`src/rtl/memory_access_unit_if.sv`:
```
// rtl/memory_access_unit_if.sv - valid/ready request and response bus between the memory stage and backing memory
interface memory_access_unit_if;
  logic        mem_req_valid;
  logic        mem_req_ready;
  logic        mem_req_we;
  logic [31:0] mem_req_addr;
  logic [31:0] mem_req_wdata;
  logic [3:0]  mem_req_wstrb;
  logic        mem_rsp_valid;
  logic [31:0] mem_rsp_rdata;

  modport master (
    output mem_req_valid, mem_req_we, mem_req_addr, mem_req_wdata, mem_req_wstrb,
    input  mem_req_ready, mem_rsp_valid, mem_rsp_rdata
  );

  modport slave (
    input  mem_req_valid, mem_req_we, mem_req_addr, mem_req_wdata, mem_req_wstrb,
    output mem_req_ready, mem_rsp_valid, mem_rsp_rdata
  );
endinterface

```
`src/rtl/memory_access_unit.sv`:
```
// rtl/memory_access_unit.sv - RV32I memory stage: cache-hit loads, write-through stores, miss handling; optional MEM_MISALIGN_CHECK_EN
module memory_access_unit #(
  parameter int DATA_WIDTH = 32
) (
  input  logic                  clk,
  input  logic                  rst_n,
  input  logic [1:0]            ResultSrcM,
  input  logic                  MemWriteM,
  input  logic [DATA_WIDTH-1:0] ALUResultM,
  input  logic [DATA_WIDTH-1:0] WriteDataM,
  input  logic [2:0]            AddressingControlM,
  input  logic [DATA_WIDTH-1:0] cacheDataM,
  input  logic                  cachehitM,
  memory_access_unit_if.master  mem,
  output logic                  StallM,
  output logic [DATA_WIDTH-1:0] ReadDataM,
  output logic                  MisalignM
);

  typedef enum logic [1:0] {IDLE, REQ, RESP, DONE} state_t;

  state_t      state_q, state_d;
  logic        req_valid_q, req_we_q;
  logic [31:0] req_addr_q, req_wdata_q, rdata_q;
  logic [3:0]  req_wstrb_q;
  logic [2:0]  funct3_q;
  logic [1:0]  addr_lo_q;
  logic        is_load, is_store, misalign, start;

  function automatic logic [31:0] extend(input logic [31:0] w, input logic [1:0] a,
                                         input logic [2:0] f3);
    logic [7:0]  b;
    logic [15:0] h;
    b = w[{a, 3'b000} +: 8];
    h = a[1] ? w[31:16] : w[15:0];
    case (f3)
      3'b000:  extend = {{24{b[7]}}, b};
      3'b001:  extend = {{16{h[15]}}, h};
      3'b100:  extend = {24'b0, b};
      3'b101:  extend = {16'b0, h};
      default: extend = w;
    endcase
  endfunction

  function automatic logic [3:0] strobe(input logic [1:0] a, input logic [2:0] f3);
    case (f3[1:0])
      2'b00:   strobe = 4'b0001 << a;
      2'b01:   strobe = 4'b0011 << {a[1], 1'b0};
      default: strobe = 4'b1111;
    endcase
  endfunction

  function automatic logic [31:0] replicate(input logic [31:0] d, input logic [2:0] f3);
    case (f3[1:0])
      2'b00:   replicate = {4{d[7:0]}};
      2'b01:   replicate = {2{d[15:0]}};
      default: replicate = d;
    endcase
  endfunction

  assign is_load  = (ResultSrcM == 2'b01);
  assign is_store = MemWriteM;

`ifdef MEM_MISALIGN_CHECK_EN
  // Halfword needs even address, word needs 4-byte alignment; bytes never fault
  assign misalign = (is_load || is_store) &&
                    (((AddressingControlM[1:0] == 2'b01) && ALUResultM[0]) ||
                     ((AddressingControlM[1:0] == 2'b10) && (ALUResultM[1:0] != 2'b00)));
`else
  assign misalign = 1'b0;
`endif

  assign MisalignM = (state_q == IDLE) && misalign;

  always_comb begin
    state_d   = state_q;
    StallM    = 1'b0;
    ReadDataM = '0;
    start     = 1'b0;
    case (state_q)
      IDLE: begin
        if (misalign) begin
          state_d = IDLE;
        end else if (is_store || (is_load && !cachehitM)) begin
          // Store wins over a simultaneous load flag: every store goes to memory
          StallM  = 1'b1;
          start   = 1'b1;
          state_d = REQ;
        end else if (is_load) begin
          ReadDataM = extend(cacheDataM, ALUResultM[1:0], AddressingControlM);
        end
      end
      REQ: begin
        StallM = 1'b1;
        if (mem.mem_req_ready) state_d = req_we_q ? DONE : RESP;
      end
      RESP: begin
        StallM = 1'b1;
        if (mem.mem_rsp_valid) state_d = DONE;
      end
      DONE: begin
        if (!req_we_q) ReadDataM = extend(rdata_q, addr_lo_q, funct3_q);
        state_d = IDLE;
      end
      default: state_d = IDLE;
    endcase
  end

  always_ff @(posedge clk or negedge rst_n) begin
    if (!rst_n) begin
      state_q     <= IDLE;
      req_valid_q <= 1'b0;
      req_we_q    <= 1'b0;
      req_addr_q  <= '0;
      req_wdata_q <= '0;
      req_wstrb_q <= '0;
      rdata_q     <= '0;
      funct3_q    <= '0;
      addr_lo_q   <= '0;
    end else begin
      state_q <= state_d;
      if (start) begin
        req_valid_q <= 1'b1;
        req_we_q    <= is_store;
        req_addr_q  <= {ALUResultM[31:2], 2'b00};
        req_wdata_q <= replicate(WriteDataM, AddressingControlM);
        req_wstrb_q <= is_store ? strobe(ALUResultM[1:0], AddressingControlM) : 4'b0000;
        funct3_q    <= AddressingControlM;
        addr_lo_q   <= ALUResultM[1:0];
      end
      if ((state_q == REQ) && mem.mem_req_ready) req_valid_q <= 1'b0;
      if ((state_q == RESP) && mem.mem_rsp_valid) rdata_q <= mem.mem_rsp_rdata;
    end
  end

  assign mem.mem_req_valid = req_valid_q;
  assign mem.mem_req_we    = req_we_q;
  assign mem.mem_req_addr  = req_addr_q;
  assign mem.mem_req_wdata = req_wdata_q;
  assign mem.mem_req_wstrb = req_wstrb_q;

endmodule

```
`src/flat_wrapper.sv`:
```
// flat-port wrapper written by rule: the top's interface ports become plain ports
module memory_access_unit_flat 
#(
  parameter int DATA_WIDTH = 32
)
  (clk, rst_n, ResultSrcM, MemWriteM, ALUResultM, WriteDataM, AddressingControlM, cacheDataM, cachehitM, StallM, ReadDataM, MisalignM, mem_mem_req_valid, mem_mem_req_we, mem_mem_req_addr, mem_mem_req_wdata, mem_mem_req_wstrb, mem_mem_req_ready, mem_mem_rsp_valid, mem_mem_rsp_rdata);
  memory_access_unit_if mem_i ();
  input  logic clk;
  input  logic rst_n;
  input  logic [1:0] ResultSrcM;
  input  logic MemWriteM;
  input  logic [DATA_WIDTH-1:0] ALUResultM;
  input  logic [DATA_WIDTH-1:0] WriteDataM;
  input  logic [2:0] AddressingControlM;
  input  logic [DATA_WIDTH-1:0] cacheDataM;
  input  logic cachehitM;
  output logic StallM;
  output logic [DATA_WIDTH-1:0] ReadDataM;
  output logic MisalignM;
  output wire logic [$bits(mem_i.mem_req_valid)-1:0] mem_mem_req_valid;
  output wire logic [$bits(mem_i.mem_req_we)-1:0] mem_mem_req_we;
  output wire logic [$bits(mem_i.mem_req_addr)-1:0] mem_mem_req_addr;
  output wire logic [$bits(mem_i.mem_req_wdata)-1:0] mem_mem_req_wdata;
  output wire logic [$bits(mem_i.mem_req_wstrb)-1:0] mem_mem_req_wstrb;
  input wire logic [$bits(mem_i.mem_req_ready)-1:0] mem_mem_req_ready;
  input wire logic [$bits(mem_i.mem_rsp_valid)-1:0] mem_mem_rsp_valid;
  input wire logic [$bits(mem_i.mem_rsp_rdata)-1:0] mem_mem_rsp_rdata;
  assign mem_mem_req_valid = mem_i.mem_req_valid;
  assign mem_mem_req_we = mem_i.mem_req_we;
  assign mem_mem_req_addr = mem_i.mem_req_addr;
  assign mem_mem_req_wdata = mem_i.mem_req_wdata;
  assign mem_mem_req_wstrb = mem_i.mem_req_wstrb;
  assign mem_i.mem_req_ready = mem_mem_req_ready;
  assign mem_i.mem_rsp_valid = mem_mem_rsp_valid;
  assign mem_i.mem_rsp_rdata = mem_mem_rsp_rdata;
  memory_access_unit #(.DATA_WIDTH(DATA_WIDTH)) u_core (.clk(clk), .rst_n(rst_n), .ResultSrcM(ResultSrcM), .MemWriteM(MemWriteM), .ALUResultM(ALUResultM), .WriteDataM(WriteDataM), .AddressingControlM(AddressingControlM), .cacheDataM(cacheDataM), .cachehitM(cachehitM), .mem(mem_i), .StallM(StallM), .ReadDataM(ReadDataM), .MisalignM(MisalignM));
endmodule
```
`config.mk`:
```
export PLATFORM = sky130hd
export DESIGN_NAME = memory_access_unit_flat
export DESIGN_NICKNAME = d
export VERILOG_FILES = /design/src/rtl/memory_access_unit_if.sv /design/src/rtl/memory_access_unit.sv /design/src/flat_wrapper.sv
export SDC_FILE = /design/constraint.sdc
export NUM_CORES = 1
export LEC_CHECK = 0
export ABC_AREA = 1
export CAP_MARGIN = 25
export CORE_ASPECT_RATIO = 2
export CORE_MARGIN = 2
export CORE_UTILIZATION = 48
export DETAILED_ROUTE_END_ITERATION = 6
export PLACE_DENSITY = 0.83
export SETUP_SLACK_MARGIN = 0.05
export SYNTH_ARGS = -nofsm -noshare
export SYNTH_HDL_FRONTEND = slang
export SYNTH_SLANG_ARGS = --single-unit
```
`constraint.sdc`:
```
create_clock -name clk -period 4.8 [get_ports clk]
set_input_delay 0.96 -clock clk [delete_from_list [all_inputs] [get_ports clk]]
set_output_delay 0.96 -clock clk [all_outputs]
set_load 0.01 [all_outputs]
```
==> Yosys cells after proc, flatten, opt, wreduce, memory -nomap -nowiden <==
Cells that the tools add are included.
{ "totals": {"regBits": 107, "latch_bits": 0, "mem_bits_rw": 0, "romBits": 0, "inputBits": 139, "elab_cells": 60, "mem_count": 0} }
{ "classes": {"add_sub_neg": 0, "mul": 0, "n_div": 0, "magnitude_cmp": 0, "n_eq_ne": 14, "shift": 4, "n_mux": 21, "bitwise": 0, "reduce_logical": 12} }
{ "op_table": {"columns": ["operator", "count"], "rows": [
  ["one-hot mux 32 bit (4 select lines)", 2],
  ["one-hot mux 32 bit (2 select lines)", 2],
  ["2-to-1 mux 32 bit", 3],
  ["indexed part select 32 x 6 -> 8 bit", 2],
  ["2-to-1 mux 16 bit", 2],
  ["equality test 3 bit, second input constant", 4],
  ["one-hot mux 2 bit (4 select lines)", 1],
  ["one-hot mux 4 bit (2 select lines)", 1],
  ["equality test 2 x 1 -> 1 bit, second input constant", 3],
  ["equality test 3 x 1 -> 1 bit, second input constant", 2],
  ["zero test 3 bit", 2],
  ["2-to-1 mux 2 bit", 3],
  ["!= test 2 bit, second input constant", 3],
  ["2-to-1 mux 1 bit", 5],
  ["equality test 2 bit, second input constant", 2],
  ["zero test 2 bit", 2],
  ["2-to-1 mux 4 bit", 1],
  ["left shift 1 x 2 -> 4 bit, first input constant", 1],
  ["left shift 2 x 2 -> 4 bit, first input constant", 1],
  ["logical AND 1 bit", 3],
  ["AND reduction 3 bit", 1],
  ["one-hot mux 1 bit (2 select lines)", 1],
  ["nonzero test 2 bit", 1],
  ["OR reduction 2 bit", 1],
  ["other kinds (2)", 2]
]} }

==> Logic depth before layout (Yosys ltp) <==
Gate-level depths: netlist of run 1.
{ "depth": {"depth_word": 7, "ltp_mapped": 10} }

==> Worst setup path before layout of run 1 <==
No wires, ideal clock.
{ "synth_timing": {"path_kind": "input-to-output", "from": "in AddressingControlM[1]", "to": "out ReadDataM[30]", "arrival_time_ps": 1917, "required_ps": 3840, "setup_slack_ps": 1923, "cell_stages": 7, "n_path_buf": 2, "path_cell_list": "buf_4 nor3_2 nand2_4 nand3_4 buf_12 nand3_2 a21oi_2"} }
{ "synth_between": {"elab_chain_len": 5} }
{ "synth_lines": {"columns": ["item", "line", "rtl"], "rows": [
  ["start: declaration", "flat_wrapper.sv:14", "input logic [2:0] AddressingControlM;"],
  ["equality test 3 bit, or another cell as far along", "memory_access_unit.sv:36", "case (f3)"],
  ["one-hot mux 32 bit (4 select lines) (*)", "memory_access_unit.sv:36", null],
  ["2-to-1 mux 32 bit (*)", "memory_access_unit.sv:89", "end else if (is_load) begin"],
  ["2-to-1 mux 32 bit (*)", "memory_access_unit.sv:84", "end else if (is_store || (is_load && !cachehitM)) begin"],
  ["one-hot mux 32 bit (2 select lines) (*)", "memory_access_unit.sv:80", "case (state_q)"],
  ["end: declaration", "flat_wrapper.sv:18", "output logic [DATA_WIDTH-1:0] ReadDataM;"]
]} }
Mark *: on every way between the ends. The rest lies on a longest branch, timed or not.

==> Final worst setup path of run 1 <==
{ "layout_timing": {"from": "in ResultSrcM[1]", "to": "out ReadDataM[13]"} }
{ "layout_between": {"elab_chain_len": 5} }
{ "layout_lines": {"columns": ["item", "line", "rtl"], "rows": [
  ["start: declaration", "flat_wrapper.sv:10", "input logic [1:0] ResultSrcM;"],
  ["equality test 2 x 1 -> 1 bit (*)", "memory_access_unit.sv:61", "assign is_load = (ResultSrcM == 2'b01);"],
  ["logical AND 1 bit", "memory_access_unit.sv:84", null],
  ["logical OR 1 bit", "memory_access_unit.sv:84", null],
  ["2-to-1 mux 32 bit (*)", "memory_access_unit.sv:84", null],
  ["one-hot mux 32 bit (2 select lines) (*)", "memory_access_unit.sv:80", null]
]} }
Marked as above.

==> results by group, run 1 <==
Outcome
  – Status: finished clean

Drt
  – Vias: 6666
  – ANT nets after route: 0
  – DRC: 0
  – Drt initial violations: 535
  – Via-to-Cell Ratio: 5.54
  – Wire per inst: 18.2 um
  – Wirelength, routed: 21900 um
  – First-pass detailed-route iteration total: 5

Synth
  – Most used flip-flop cell after synthesis: dfrtp_1
  – Cell count after synthesis: 838
  – Syn_area_per_cell: 7.38 um2
  – Asr flop ratio synth: 1.00
  – Seq/Total Area, Yosys: 0.433
  – Yosys warns: 0
  – Synth top area share: 0.433
  – Post-synth top area cell: dfrtp_1
  – Mapped cell area: 0.00618 mm2
  – Yosys reg bits: 107
  – Post-synth EDFFs: 0
  – Netlist cell types: 35
  – Top cells by area, synth: dfrtp_1 (43%), nand2_1 (16%), a21oi_1 (8.5%)

Cells and area
  – Nets@finish: 1193
  – Leading cell type in the layout, fill and taps excluded: nand2_1
  – Area of the multi-input gates: 0.00298 mm2
  – # fillers: 1015
  – Fin util: 0.710
  – Layout cells sized above 1: 0.0901
  – Commonest non-fill, non-tap cells in the layout: nand2_1 (255), clkdlybuf4s50_1 (237), dfrtp_1 (107)
  – Antenna Cells: 0
  – Finished Cell Area: 0.00892 mm2
  – Area Overhead vs Synth: 44.2%
  – Reg area: 0.00268 mm2

Pwr
  – Static leakage power: 0.00409 uW
  – Peak VDD IR: 0.000385 V
  – Pwr dens: 556 mW/mm2

Floorplan
  – Die width: 84.3 um
  – Die area: 0.0139 mm2
  – Die Y: 165 um
  – Boundary Pins: 243
  – Row count: 58
  – Initial Util: 0.493
  – Standard cell core area: 0.0126 mm2

Worst setup path
  – CP Max Fanout: 31
  – Crit path DAT: 3.32 ns
  – Setup crit start kind: primary input
  – Worst Path Class, Setup: in2out
  – CP required: 3.84 ns
  – CP endpoint kind: primary output

Clock network
  – CTS sink cnt: 107
  – Clock root cell: clkbuf_16
  – Buffer depth of the longest clock path: 2
  – Post-CTS Resized: 0
  – Total CTS buffers: 9
  – Worst-path clk slew: 0.07 ns
  – Insertion delay to the later sink of the worst-skew pair: 0.36 ns
  – CTS tree: yes
  – Buffer count from post-CTS setup fixing: 0
  – Hold buffer count at CTS: 0
  – CTS H-tree depth: 3

Run
  – Maxcap violations: 0

Placed design
  – Port Buf Inserts: 239
  – Gpl congestion: 0.964
  – HPWL Detailed: 16600 um
  – Dpl cell area: 0.00858 mm2

Global route
  – Initial antenna violation count: 1
  – Vias in the first global route: 6468
  – GRT Total Usage: 0.306
  – Grt total ovfl: 0
  – First-pass GRT wire length: 33100 um
  – Pin count of the biggest net entering global routing: 110

STA
  – RSZ-0062 raised after global routing: no
  – Post-Route Setup TNS: 0 ns
  – # setup viols final: 0
  – Period utilization: 0.891
  – Final min period: 4.28 ns
  – Slew Limit Headroom: 0.329
  – Final hold viol count: 0
  – Clk_skew: 0.0103 ns
  – FMAX: 234 MHz
  – Worst Tran Pin Value: 1.00 ns
  – Final max-slew violation count: 0

Min path
  – Hold/Removal Path Class: reg2reg
-- cells in the mapped netlist (9+ instances only) --
master and n:
a21oi_1 105, a21oi_2 11, buf_2 15, clkbuf_1 27, dfrtp_1 107, inv_1 63
mux2_2 9, nand2_1 257, nand3_1 30, nand3_2 13, nor2_1 62, o21ai_0 59
or2_2 17
-- sequential cells by signal, summed over array words and instances, names as in the netlist --
name	count
u_core.addr_lo_q	2
u_core.funct3_q	3
u_core.mem.mem_req_valid	1
u_core.mem.mem_req_we	1
u_core.mem.mem_req_addr	30
u_core.mem.mem_req_wstrb	4
u_core.mem.mem_req_wdata	32
u_core.rdata_q	32
u_core.state_q	2
-- where the power goes --
group / leakage, uW / internal (uW) / total, uW / switching, uW
clock: 0.000148 / 418 / 795 / 377
combinational: 0.00265 / 1140 / 2580 / 1440
sequential: 0.00129 / 1320 / 1590 / 265
total: 0.00409 / 2870 / 4960 / 2090
-- path summary, 6_finish.rpt --
| check | from | end | slack, ns | cells past startpoint |
|---|---|---|---|---|
| worst min register to register | u_core.mem.mem_req_addr[31] | u_core.mem.mem_req_addr[31] | 0.48 | 2 |
| worst min-delay path | u_core.mem.mem_req_addr[31] | u_core.mem.mem_req_addr[31] | 0.48 | 2 |
| max in group asynchronous | rst_n | u_core.mem.mem_req_wdata[0] | 3.27 | 2 |
| min in group asynchronous | rst_n | u_core.mem.mem_req_wdata[31] | 0.62 | 1 |
| worst max-delay path | ResultSrcM[1] | ReadDataM[13] | 0.52 | 11 |
| worst max register to register | u_core.state_q[0] | u_core.mem.mem_req_wstrb[0] | 2.22 | 8 |
-- per-layer routing --
layer	GRT usage	wire length, um
met2	0.550	11200
met5	0	0
met4	0.167	1280
met1	0.325	7440
met3	0.0730	1970
-- cell type report --
cell class	count	area share
clock buffer	10	0.0257
clock inverter	6	0.00926
timing repair buffer	251	0.280
multi-input combinational	610	0.334
sequential	107	0.300
inverter	70	0.0295
tap	150	0.0210
-- worst max-delay path: stages --
cell and delay (ns):
clkdlybuf4s50_1 0.45, inv_1 0.04, nand2_1 0.08, o21ai_1 0.13, nor2_1 0.11, nand2_1 0.11
inv_1 0.07, buf_4 0.36, nand2_1 0.10, a21oi_1 0.31, clkdlybuf4s50_1 0.60
-- cell families after synthesis --
logic type / after synthesis / synth area share
AOI/OAI and AO/OA: 203 / 0.182
adders and majority gates: 5 / 0.0101
buffers and inverters: 123 / 0.0876
DFF: 107 / 0.433
muxes: 9 / 0.0164
other: 1 / 0.000606
and+or+nand+nor: 390 / 0.270
-- metrics by stage --
| stage | hold WS (ns) | total power, uW | setup WS (ns) | cells |
|---|---|---|---|---|
| final | 0.481 | 4960 | 0.524 | 1204 |
| after floorplan | 0.476 | 2900 | 1.92 | 840 |
| after CTS | 0.484 | 4910 | 0.561 | 1203 |
| after global routing | 0.501 | 5260 | 0.365 | 1204 |
| after detailed placement | 0.466 | 4120 | 0.558 | 1187 |
| after global placement | 0.461 | 4050 | 0.596 | 1187 |
Note: power is estimated with default switching activity, not from simulation.
==> inputs of run 2 (changes only) <==
--- a/config.mk
+++ b/config.mk
@@ -12,7 +12,8 @@
 export CORE_UTILIZATION = 48
 export DETAILED_ROUTE_END_ITERATION = 6
 export PLACE_DENSITY = 0.83
-export SETUP_SLACK_MARGIN = 0.05
+export SETUP_SLACK_MARGIN = 0.5
+export SLEW_MARGIN = 10
 export SYNTH_ARGS = -nofsm -noshare
 export SYNTH_HDL_FRONTEND = slang
 export SYNTH_SLANG_ARGS = --single-unit
==> run 2 against run 1 <==
Cell count increased by 0.25%; die area unchanged; total power increased by 0.19%; hold slack got worse by 0.0010 ns; largest power group unchanged.
==> results by group, run 2 (synthesis results as in run 1) <==
Outcome
  – Status: finished clean

Cells and area
  – Leading cell type in the layout, fill and taps excluded: nand2_1
  – Commonest non-fill, non-tap cells in the layout: nand2_1 (255), clkdlybuf4s50_1 (237), dfrtp_1 (107)
  – Area Overhead vs Synth: 45.0%
  – Antenna Cells: 0 (unchanged)
  – Area of the multi-input gates: 0.00299 mm2 (+0.13%)
  – # fillers: 1009 (-0.59%)
  – Reg area: 0.00268 mm2 (unchanged)
  – Finished Cell Area: 0.00897 mm2 (+0.58%)
  – Nets@finish: 1196 (+0.25%)
  – Layout cells sized above 1: 0.0946 (+0.00447)

STA
  – RSZ-0062 raised after global routing: no
  – Final worst slack: 0.606 ns (+0.0816 ns)
  – Final hold viol count: 0 (unchanged)
  – Final max-slew violation count: 0 (unchanged)
  – FMAX: 238 MHz (+1.9%)
  – Worst Tran Pin Value: 0.989 ns (-0.0141 ns)
  – Hold slack: 0.480 ns (-0.00103 ns)
  – Period utilization: 0.874 (-0.0170)
  – # setup viols final: 0 (unchanged)
  – Final min period: 4.19 ns (-0.0816 ns)
  – Clk_skew: 0.0114 ns (+0.00114 ns)
  – Post-Route Setup TNS: 0 ns (unchanged)
  – Slew Limit Headroom: 0.340 (+0.0118)

Floorplan
  – Die width: 84.3 um (unchanged)
  – Initial Util: 0.493 (unchanged)
  – Row count: 58 (unchanged)
  – Standard cell core area: 0.0126 mm2 (unchanged)
  – Die Y: 165 um (unchanged)
  – Boundary Pins: 243 (unchanged)
  – Die area: 0.0139 mm2 (unchanged)

Worst setup path
  – CP required: 3.84 ns (about the same)
  – Setup crit start kind: primary input
  – CP Max Fanout: 16 (-48%)
  – CP endpoint kind: primary output
  – Crit path DAT: 3.23 ns (-0.09 ns)
  – Worst Path Class, Setup: in2out

Global route
  – Vias in the first global route: 6468 (unchanged)
  – First-pass GRT wire length: 33100 um (unchanged)
  – Pin count of the biggest net entering global routing: 110 (unchanged)
  – Grt total ovfl: 0 (unchanged)
  – Initial antenna violation count: 1 (unchanged)
  – GRT Total Usage: 0.306 (unchanged)

Run
  – Maxcap violations: 0 (unchanged)

Drt
  – Wire per inst: 18.1 um (-0.35%)
  – Wirelength, routed: 21900 um (-0.10%)
  – First-pass detailed-route iteration total: 5 (unchanged)
  – ANT nets after route: 0 (unchanged)
  – Drt initial violations: 550 (+2.8%)
  – Via-to-Cell Ratio: 5.51 (-0.53%)
  – DRC: 0 (unchanged)
  – Vias: 6647 (-0.29%)

Clock network
  – CTS H-tree depth: 3 (unchanged)
  – Clock root cell: clkbuf_16
  – Insertion delay to the later sink of the worst-skew pair: 0.35 ns (about the same)
  – CTS tree: yes
  – CTS sink cnt: 107 (unchanged)
  – Total CTS buffers: 9 (unchanged)
  – Worst-path clk slew: 0.07 ns (about the same)
  – Buffer depth of the longest clock path: 2 (unchanged)

Placed design
  – Port Buf Inserts: 239 (unchanged)
  – HPWL Detailed: 16600 um (unchanged)
  – Gpl congestion: 0.964 (unchanged)
  – Dpl cell area: 0.00858 mm2 (unchanged)
  – Dpl ws: 0.558 ns (unchanged)

Pwr
  – Total Power: 4970 uW (+0.19%)
  – Static leakage power: 0.00411 uW (+0.39%)
  – Peak VDD IR: 0.000361 V (-6.3%)
  – Pwr dens: 554 mW/mm2 (-0.38%)

Min path
  – Hold/Removal Path Class: reg2reg
[run 2: cell types whose count changed in the layout (fill, tap and decap cells not counted), sizes merged]
cell	change
inv	-2
buf	+3
clkinv	+1
clkinvlp	+1
[run 2: through the flow]
stage	utilization	instances
after floorplan	-	840
after global placement	0.683	1187
after detailed placement	0.683	1187
after CTS	0.708	1203
after global routing	0.714	1207
final	0.714	1207
[run 2: cell type report]
cell class	count	share of cell area
Clock buffer	10	0.0255
Clock inverter	6	0.00921
Tap cell	150	0.0209
Timing Repair Buffer	254	0.283
Inverter	70	0.0299
Sequential cell	107	0.299
Multi-Input combinational cell	610	0.333
[run 2: final timing paths]
check	startpoint	cells past startpoint	slack, ns	to
worst max-delay path	ALUResultM[1]	8	0.61	ReadDataM[31]
worst max register to register	u_core.state_q[0]	8	2.22	u_core.mem.mem_req_wstrb[0]
worst min-delay path	u_core.mem.mem_req_addr[31]	2	0.48	u_core.mem.mem_req_addr[31]
min in group asynchronous	rst_n	1	0.62	u_core.mem.mem_req_wdata[25]
worst min register to register	u_core.mem.mem_req_addr[31]	2	0.48	u_core.mem.mem_req_addr[31]
max in group asynchronous	rst_n	2	3.28	u_core.mem.mem_req_wdata[0]
[run 2: worst max-delay path: stages]
cell and delay [ns]:
clkdlybuf4s50_1 0.46, buf_4 0.21, o21ai_0 0.32, nand3_2 0.16
nand3_4 0.27, nand3_1 0.12, a21oi_1 0.17, clkdlybuf4s50_1 0.56
[run 2: routing by layer]
metal / GRT usage / wire (um) / vias up
met1: 0.325 / 7490 / 3054
met4: 0.167 / 1260 / 0
met2: 0.550 / 11300 / 368
met5: 0 / 0 / -
met3: 0.0730 / 1810 / 90
li1: - / - / 3135
[run 2: power by group]
group	total, uW	switching (uW)	internal, uW	leakage [uW]
clock	792	374	418	0.000148
combinational	2590	1450	1140	0.00267
sequential	1590	264	1320	0.00129
total	4970	2090	2880	0.00411
[run 2: timing repair]
| item | CTS | global route |
|---|---|---|
| endpoints found under the setup margin | 0 | 12 |
| hold buffers | 0 | 0 |
| gates resized for setup | 0 | 5 |
| buffers inserted | 0 | 2 |
